File: src/rtl/lu_new.sv
// Shared LU block-update constants, write-target mask bit positions and the
// state type of the CPU pipeline sequencer.
package lu_new;

  localparam int unsigned BSIZE        = 32;
  localparam int unsigned BSIZEBITS    = 5;
  localparam int unsigned LANES        = 8;
  localparam int unsigned LANESBITS    = 3;
  localparam int unsigned CACHE_AWIDTH = 2 * BSIZEBITS - LANESBITS;

  // Bit positions inside the {top, cur, left} write-target mask
  localparam int unsigned WR_LEFT = 0;
  localparam int unsigned WR_CUR  = 1;
  localparam int unsigned WR_TOP  = 2;

  typedef enum logic [2:0] {
    ST_IDLE,
    ST_INIT,
    ST_ISSUE,
    ST_DRAIN,
    ST_FINAL,
    ST_DONE
  } cpu_ctrl_state_t;

endpackage

File: src/rtl/lu_cpu_ctrl.sv
// Sequences one multiply-subtract block update through cpu_pipeline: one token
// per cycle over k, j, i (i in LANES steps), then waits for the pipe to drain.
module lu_cpu_ctrl
  import lu_new::*;
#(
  parameter int unsigned PIPE_DEPTH = 40
) (
  input  logic       clk,
  input  logic       reset,
  input  logic       i_cmd_valid,
  output logic       o_cmd_ready,
  input  logic       i_cmd_page,
  input  logic [2:0] i_cmd_wr_sel,
  input  logic       i_hold,
  output logic       o_done,
  output logic       o_busy,
  output logic       o_k_reset,
  output logic       o_k_inc,
  output logic       o_i_reset,
  output logic       o_i_inc,
  output logic       o_i_load_k1,
  output logic       o_j_reset,
  output logic       o_j_inc,
  output logic       o_j_load_k,
  output logic       o_j_load_k1,
  input  logic       i_k_done,
  input  logic       i_i_done,
  input  logic       i_j_done,
  output logic       o_valid,
  output logic       o_norm,
  output logic       o_recip,
  output logic       o_wr_top,
  output logic       o_wr_left,
  output logic       o_wr_cur,
  output logic       o_whichpage,
  input  logic       i_pipe_empty
);

  // A k sweep shorter than the pipeline must fully retire before the next starts
  localparam bit NEED_DRAIN = (BSIZE * BSIZE / LANES < PIPE_DEPTH);

  cpu_ctrl_state_t state_q, state_d;
  logic            page_q, page_d;
  logic [2:0]      wr_sel_q, wr_sel_d;

  logic sweep_end;
  assign sweep_end = !i_hold && i_i_done && i_j_done;

  always_ff @(posedge clk) begin
    if (reset) begin
      state_q  <= ST_IDLE;
      page_q   <= 1'b0;
      wr_sel_q <= '0;
    end else begin
      state_q  <= state_d;
      page_q   <= page_d;
      wr_sel_q <= wr_sel_d;
    end
  end

  always_comb begin
    state_d  = state_q;
    page_d   = page_q;
    wr_sel_d = wr_sel_q;
    unique case (state_q)
      ST_IDLE: if (i_cmd_valid) begin
        page_d   = i_cmd_page;
        wr_sel_d = i_cmd_wr_sel;
        state_d  = ST_INIT;
      end
      ST_INIT:  state_d = ST_ISSUE;
      ST_ISSUE: if (sweep_end) begin
        if (i_k_done)        state_d = ST_FINAL;
        else if (NEED_DRAIN) state_d = ST_DRAIN;
      end
      ST_DRAIN: if (i_pipe_empty) state_d = ST_ISSUE;
      ST_FINAL: if (i_pipe_empty) state_d = ST_DONE;
      ST_DONE:  state_d = ST_IDLE;
      default:  state_d = ST_IDLE;
    endcase
  end

  logic active;
  assign active = (state_q != ST_IDLE) && !reset;

  // Outputs are forced low while reset is held, even before the state register clears
  always_comb begin
    o_cmd_ready = 1'b0;
    o_done      = 1'b0;
    o_k_reset   = 1'b0;
    o_k_inc     = 1'b0;
    o_i_reset   = 1'b0;
    o_i_inc     = 1'b0;
    o_j_reset   = 1'b0;
    o_j_inc     = 1'b0;
    o_valid     = 1'b0;
    if (!reset) begin
      unique case (state_q)
        ST_IDLE: o_cmd_ready = 1'b1;
        ST_INIT: begin
          o_k_reset = 1'b1;
          o_i_reset = 1'b1;
          o_j_reset = 1'b1;
        end
        ST_ISSUE: if (!i_hold) begin
          o_valid = 1'b1;
          if (!i_i_done) begin
            o_i_inc = 1'b1;
          end else begin
            o_i_reset = 1'b1;
            if (!i_j_done) begin
              o_j_inc = 1'b1;
            end else begin
              o_j_reset = 1'b1;
              o_k_inc   = !i_k_done;
            end
          end
        end
        ST_DONE: o_done = 1'b1;
        default: ;
      endcase
    end
  end

  assign o_busy      = active;
  assign o_whichpage = active && page_q;
  assign o_wr_top    = active && wr_sel_q[WR_TOP];
  assign o_wr_cur    = active && wr_sel_q[WR_CUR];
  assign o_wr_left   = active && wr_sel_q[WR_LEFT];

  assign o_norm      = 1'b0;
  assign o_recip     = 1'b0;
  assign o_i_load_k1 = 1'b0;
  assign o_j_load_k  = 1'b0;
  assign o_j_load_k1 = 1'b0;

endmodule

File: config.mk
export PLATFORM = sky130hd
export DESIGN_NAME = lu_cpu_ctrl
export DESIGN_NICKNAME = d
export VERILOG_FILES = /design/src/rtl/lu_new.sv /design/src/rtl/lu_cpu_ctrl.sv
export SDC_FILE = /design/constraint.sdc
export NUM_CORES = 1
export LEC_CHECK = 0
export BUFFER_PORTS_ARGS = -buffer_cell sky130_fd_sc_hd__buf_2
export CAP_MARGIN = 0
export CELL_PAD_IN_SITES_DETAIL_PLACEMENT = 1
export CELL_PAD_IN_SITES_GLOBAL_PLACEMENT = 1
export CORE_UTILIZATION = 30
export CTS_CLUSTER_SIZE = 8
export DETAILED_ROUTE_END_ITERATION = 10
export PLACE_DENSITY_LB_ADDON = 0.05
export SKIP_CTS_REPAIR_TIMING = 1
export SLEW_MARGIN = 30
export SYNTH_ARGS = -nofsm -noshare
export SYNTH_HDL_FRONTEND = slang
export SYNTH_SLANG_ARGS = --single-unit
File: constraint.sdc
create_clock -name clk -period 1.9 [get_ports clk]
set_input_delay 0.19 -clock clk [delete_from_list [all_inputs] [get_ports clk]]
set_output_delay 0.19 -clock clk [all_outputs]
set_load 0.01 [all_outputs]
==> metrics.yaml, run 1 <==
timing:
  slew_violations: 0
  skew_ps: 2.73
  rsz0062_at_grt: "false"
  max_freq_mhz: 580
  setup_viol: 0
  finalCritPeriodShare_pct: 90.7
  final_hold_viol_count: 0
  finalSetupTns_ps: 0
  min_period_ps: 1720
cells_and_area:
  diodes: 0
  register_area_sq_um: 140
  nFillCells: 194
  postLayoutCoreUtil_pct: 40.1
  layout-drive-gt1-share_pct: 40.3
  multiInputGateArea_sq_um: 293
  fin_nets: 90
  area_delta_synth_final_pct: 24.2
drt:
  via_count: 437
  dr.max_layer_used: "met3"
  met1_length_um: 486
  wl_met3_um: 75
  postRouteAntennaNets: 0
  routedWlPerCell_um: 11.7
  drtPass1Iterations: 4
  drt-total-wl_um: 1090
  route.detailed.drc: 0
  drtIter0Drc: 2
  via_per_inst: 4.70
  wl_met2_um: 524
logic_synthesis:
  ys_ff_latch: 7
  synth_top_area_share_pct: 28.8
  synth.area.top_cells: "dfxtp_1 (29%), mux2i_1 (8.2%), buf_4 (7.7%)"
  synth_cell_type_count: 25
  ys_seq_area_share_pct: 28.8
  synth_top_flop_cell: "dfxtp_1"
  yosysMostFrequentCell: "nor2_1"
  ys_warn_count: 0
  synthArstFlopShare_pct: 0
  ys_top_cells_by_count: "nor2_1 (8), dfxtp_1 (7), buf_4 (5)"
  synth-edff-count: 0
  synthCells: 53
  yosysTopAreaCell: "dfxtp_1"
  synthesis.area_sq_um: 487
  syn_area_per_cell_sq_um: 9.18
floorplan:
  die_x_um: 42.3
  dieArea_sq_um: 1790
  core_sq_um: 1510
  rows: 14
  dieHeight_um: 42.3
  initial_core_util_pct: 32.3
  io-pin-count: 31
flow_run:
  drv_cap: 0
global_route:
  grt_pass1_wl_um: 1730
  antenna_found_initial: 0
  grt_pass1_vias: 410
  grt_overflow: 0
  grt_max_degree: 13
  grt_use_total_pct: 12.6
power:
  power_density_nw_per_um2: 643
  irDropWorstVdd_uv: 272
  p_total_w: 0.000389
  leakage_nw: 0.320
critical_path:
  cp_slowest_cell: "dfxtp_1"
  cp-end-kind: "output port"
  worst-setup-path-type: "flop to output port"
  path_cells: "nand2b_1 > nor4_4 > and4b_1 > buf_2"
  required_ps: 1710
  path_max_fanout: 8
  start_kind: "flop"
  arrival_ps: 1530
  worstRegToRegCells: 3
  cp_slowest_stage_delay_ps: 510
min_path:
  hold_path.class: "input port to flop"
  worstHoldPathCells: 3
placed_design:
  gp_congestion: 0.688
  port_buffers: 25
  dp_hpwl_um: 861
status:
  status: "complete, no violations"
clocking:
  cts-root-buf: "clkbuf_4"
  cts_tree: "built"
  cts-buffers-inserted: 3
  clk_latency_ps: 250
  htreeDepth: 1
  clkTransAtPathRegs_ps: 60
  clock-sinks: 7
  clk_path_buf_depth: 2
cells in the final DEF (no fill, tap or decap), types with 2 or more instances in the layout:
cell	instances
a21oi_1	2
conb_1	5
buf_2	25
and2_1	4
nor2_1	8
dfxtp_1	7
mux2i_1	4
and3b_1	2
nor2b_1	2
clkbuf_4	3
nor3_1	2
kinds of logic (layout without fill, tap and decap cells):
logic type | Yosys count | count (layout) | synth area share (%)
buf+inv | 9 | 29 | 14.1
mux | 4 | 4 | 8.23
other cells | 1 | 5 | 0.770
flops | 7 | 7 | 28.8
compound gates | 6 | 6 | 8.23
simple gates | 26 | 26 | 39.8
registers in the layout, summed over array words and instances, names as in the netlist:
signal,count
state_q,3
wr_sel_q,3
page_q,1
per-stage QoR:
| stage | area, sq um | setup WS (ps) | hold WS [ps] | instances |
|---|---|---|---|---|
| after floorplan | 502 | 542 | 337 | 57 |
| after global placement | 578 | 464 | 429 | 89 |
| after detailed placement | 578 | 430 | 438 | 89 |
| after CTS | 604 | 155 | 171 | 93 |
| after global routing | 604 | 42.6 | 191 | 93 |
| final | 604 | 177 | 175 | 93 |
metal layers:
| layer | GRT usage (%) | vias to the layer above |
|---|---|---|
| met5 | 0 | - |
| li1 | - | 221 |
| met4 | 7.50 | 0 |
| met3 | 3.02 | 0 |
| met2 | 18.8 | 19 |
| met1 | 16.5 | 197 |
worst max-delay path, delay by kind of cell, from the launching register on:
family	cells	cell delay [ps]
flops	1	510
simple gates	3	650
buf+inv	1	120
where the power goes:
group | switching (W) | leakage [nW] | internal [W]
Combinational | 0.0000428 | 0.247 | 0.0000378
Clock | 0.0000582 | 0.0150 | 0.0000804
Sequential | 0.0000130 | 0.0574 | 0.000157
Total | 0.000114 | 0.320 | 0.000275
path summary, 6_finish.rpt:
kind,startpoint,endpoint,slack [ps]
worst max-delay path,state_q[1],o_k_inc,180
worst min-delay path,i_cmd_page,page_q,180
worst max register to register,state_q[2],wr_sel_q[0],560
worst min register to register,page_q,page_q,500
area by class of cell:
| cell class | count | area share [%] |
|---|---|---|
| clock buffers | 4 | 4.35 |
| multi-input cells | 41 | 48.4 |
| flip-flops and latches | 7 | 23.2 |
| well taps | 16 | 3.31 |
| repair buffers | 25 | 20.7 |
Power figures use the tool's default switching activity.
==> inputs of run 2 (changes only) <==
==> constraint.sdc (replaced) <==
create_clock -name clk -period 1.9 [get_ports clk]
set_input_delay 0.38 -clock clk [delete_from_list [all_inputs] [get_ports clk]]
set_output_delay 0.38 -clock clk [all_outputs]
set_load 0.01 [all_outputs]
==> metrics.yaml, run 2 (same netlist as run 1, synthesis figures left out) <==
cells_and_area:
  final_common_cell: "buf_2"
  nFillCells: 198  # +2.1%
  area_delta_synth_final_pct: 34.7
  fin_nets: 95  # +5.6%
  register_area_sq_um: 146  # +4.5%
  top_regs: "state_q: 3 flops, wr_sel_q: 3 flops, page_q: 1 flops"
  layout_common_cells: "buf_2 (25), nor2_1 (8), conb_1 (5), buf_4 (5)"
  postLayoutCoreUtil_pct: 43.5  # +3.4 points
  diodes: 0  # unchanged
  multiInputGateArea_sq_um: 300  # +2.6%
  layout-drive-gt1-share_pct: 48.8  # +8.5 points
timing:
  final_hold_viol_count: 0  # unchanged
  finalCritPeriodShare_pct: 96.0  # +5.3 points
  layout_setup_ws_ps: 76.7  # -99.8 ps
  skew_ps: 0.346  # -2.38 ps
  max_freq_mhz: 548  # -5.5%
  min_period_ps: 1820  # +99.8 ps
  setup_viol: 0  # unchanged
  slew_violations: 0  # unchanged
global_route:
  grt_max_degree: 13  # unchanged
  grt_pass1_wl_um: 1790  # +4.0%
  grt_pass1_vias: 413  # +0.73%
  grt_use_total_pct: 12.7  # +0.066 points
  antenna_found_initial: 0  # unchanged
  grt_overflow: 0  # unchanged
min_path:
  worstHoldPathCells: 3  # unchanged
  hold_start: "i_cmd_page"
  holdPathEnd: "page_q"
  hold_path.class: "input port to flop"
clocking:
  htreeDepth: 1  # unchanged
  clk_latency_ps: 240  # about the same
  cts-root-buf: "clkbuf_4"
  cts_tree: "built"
  cts-buffers-inserted: 3  # unchanged
  clk_path_buf_depth: 2  # unchanged
  clock-sinks: 7  # unchanged
  clkTransAtPathRegs_ps: 50  # about the same
power:
  power_density_nw_per_um2: 594  # -7.7%
  irDropWorstVdd_uv: 342  # +26%
  leakage_nw: 0.348  # +8.9%
critical_path:
  path_max_fanout: 7  # -1
  r2r-start: "state_q[2]"
  arrival_ps: 1440  # -90 ps
  rr_endpoint: "wr_sel_q[1]"
  cp_slowest_cell: "dfxtp_4"
  worstRegToRegCells: 4  # +1
  worst-setup-path-type: "flop to output port"
  required_ps: 1520  # -190 ps
  cp_slowest_stage_delay_ps: 360  # -150 ps
  path_cells: "nand2b_4 > nor4_4 > and4b_1 > buf_2"
  r2r_slack_ps: 510  # -50 ps
  cp-end-kind: "output port"
  start_kind: "flop"
drt:
  routedWlPerCell_um: 12.0  # +2.5%
  met1_length_um: 546  # +12%
  drt-total-wl_um: 1170  # +8.0%
  wl_met2_um: 549  # +4.8%
  route.detailed.drc: 0  # unchanged
  drtPass1Iterations: 2  # -2
  via_per_inst: 4.61  # -1.8%
  dr.max_layer_used: "met3"
  via_count: 452  # +3.4%
  wl_met3_um: 78  # +4.0%
  drtIter0Drc: 1  # -1
  postRouteAntennaNets: 0  # unchanged
placed_design:
  dp_hpwl_um: 864  # +0.44%
  dpl_worst_slack_ps: 218  # -212 ps
  gp_congestion: 0.704  # +2.3%
  port_buffers: 25  # unchanged
floorplan:
  dieArea_sq_um: 1790  # unchanged
  die_x_um: 42.3  # unchanged
  io-pin-count: 31  # unchanged
  rows: 14  # unchanged
  initial_core_util_pct: 32.3  # unchanged
  dieHeight_um: 42.3  # unchanged
  core_sq_um: 1510  # unchanged
flow_run:
  drv_cap: 0  # unchanged
status:
  status: "complete, no violations"
==> run 2: cell types whose count changed in the layout (fill, tap and decap cells not counted) <==
cell and delta:
buf_4 +5, dfxtp_1 -3, dfxtp_2 +2, dfxtp_4 +1, nand2b_1 -1, nand2b_4 +1
==> run 2: report_power, final <==
part           total (W)  switching (W)  internal [W]
Combinational  0.0000918      0.0000476     0.0000442
Sequential      0.000167      0.0000112      0.000156
Clock           0.000130      0.0000502     0.0000798
Total           0.000389       0.000109      0.000280
==> run 2: critical path: cells and delay by family (launching register included) <==
family	cells	cell delay, ps
simple gates	3	720
buf+inv	1	120
flops	1	360
==> run 2: how the worst max path moves through the flow <==
| stage | startpoint | endpoint | cells after the start |
|---|---|---|---|
| 6_report | state_q[2] | o_k_inc | 4 |
| 5_1_grt | state_q[2] | o_j_inc | 4 |
| 3_3_place_gp | reset | o_k_inc | 4 |
| 3_5_place_dp | reset | o_k_inc | 4 |
| 2_1_floorplan | state_q[2] | o_k_inc | 4 |
| 4_1_cts | state_q[0] | o_wr_cur | 4 |
==> run 2: cell type report <==
class	instances	share of cell area (%)
clock buffers	4	4.01
repair buffers	30	24.8
multi-input cells	41	45.8
well taps	16	3.05
flip-flops and latches	7	22.3
==> run 2: metal layers <==
layer  vias up  track usage [%]
li1        233                -
met1       200             18.0
met2        19             19.1
met3         0             1.72
met4         0             5.63
met5         -                0
==> run 2: per-stage QoR <==
step / total power, W / hold WS, ps / instance area [sq um] / TNS, ps / cells
global route: 0.000423 / 367 / 656 / -11.9 / 98
CTS: 0.000392 / 369 / 612 / 0 / 94
finish: 0.000389 / 374 / 656 / 0 / 98
global placement: 0.000257 / 488 / 586 / 0 / 90
detailed placement: 0.000257 / 481 / 586 / 0 / 90
floorplan: 0.000233 / 452 / 502 / 0 / 57
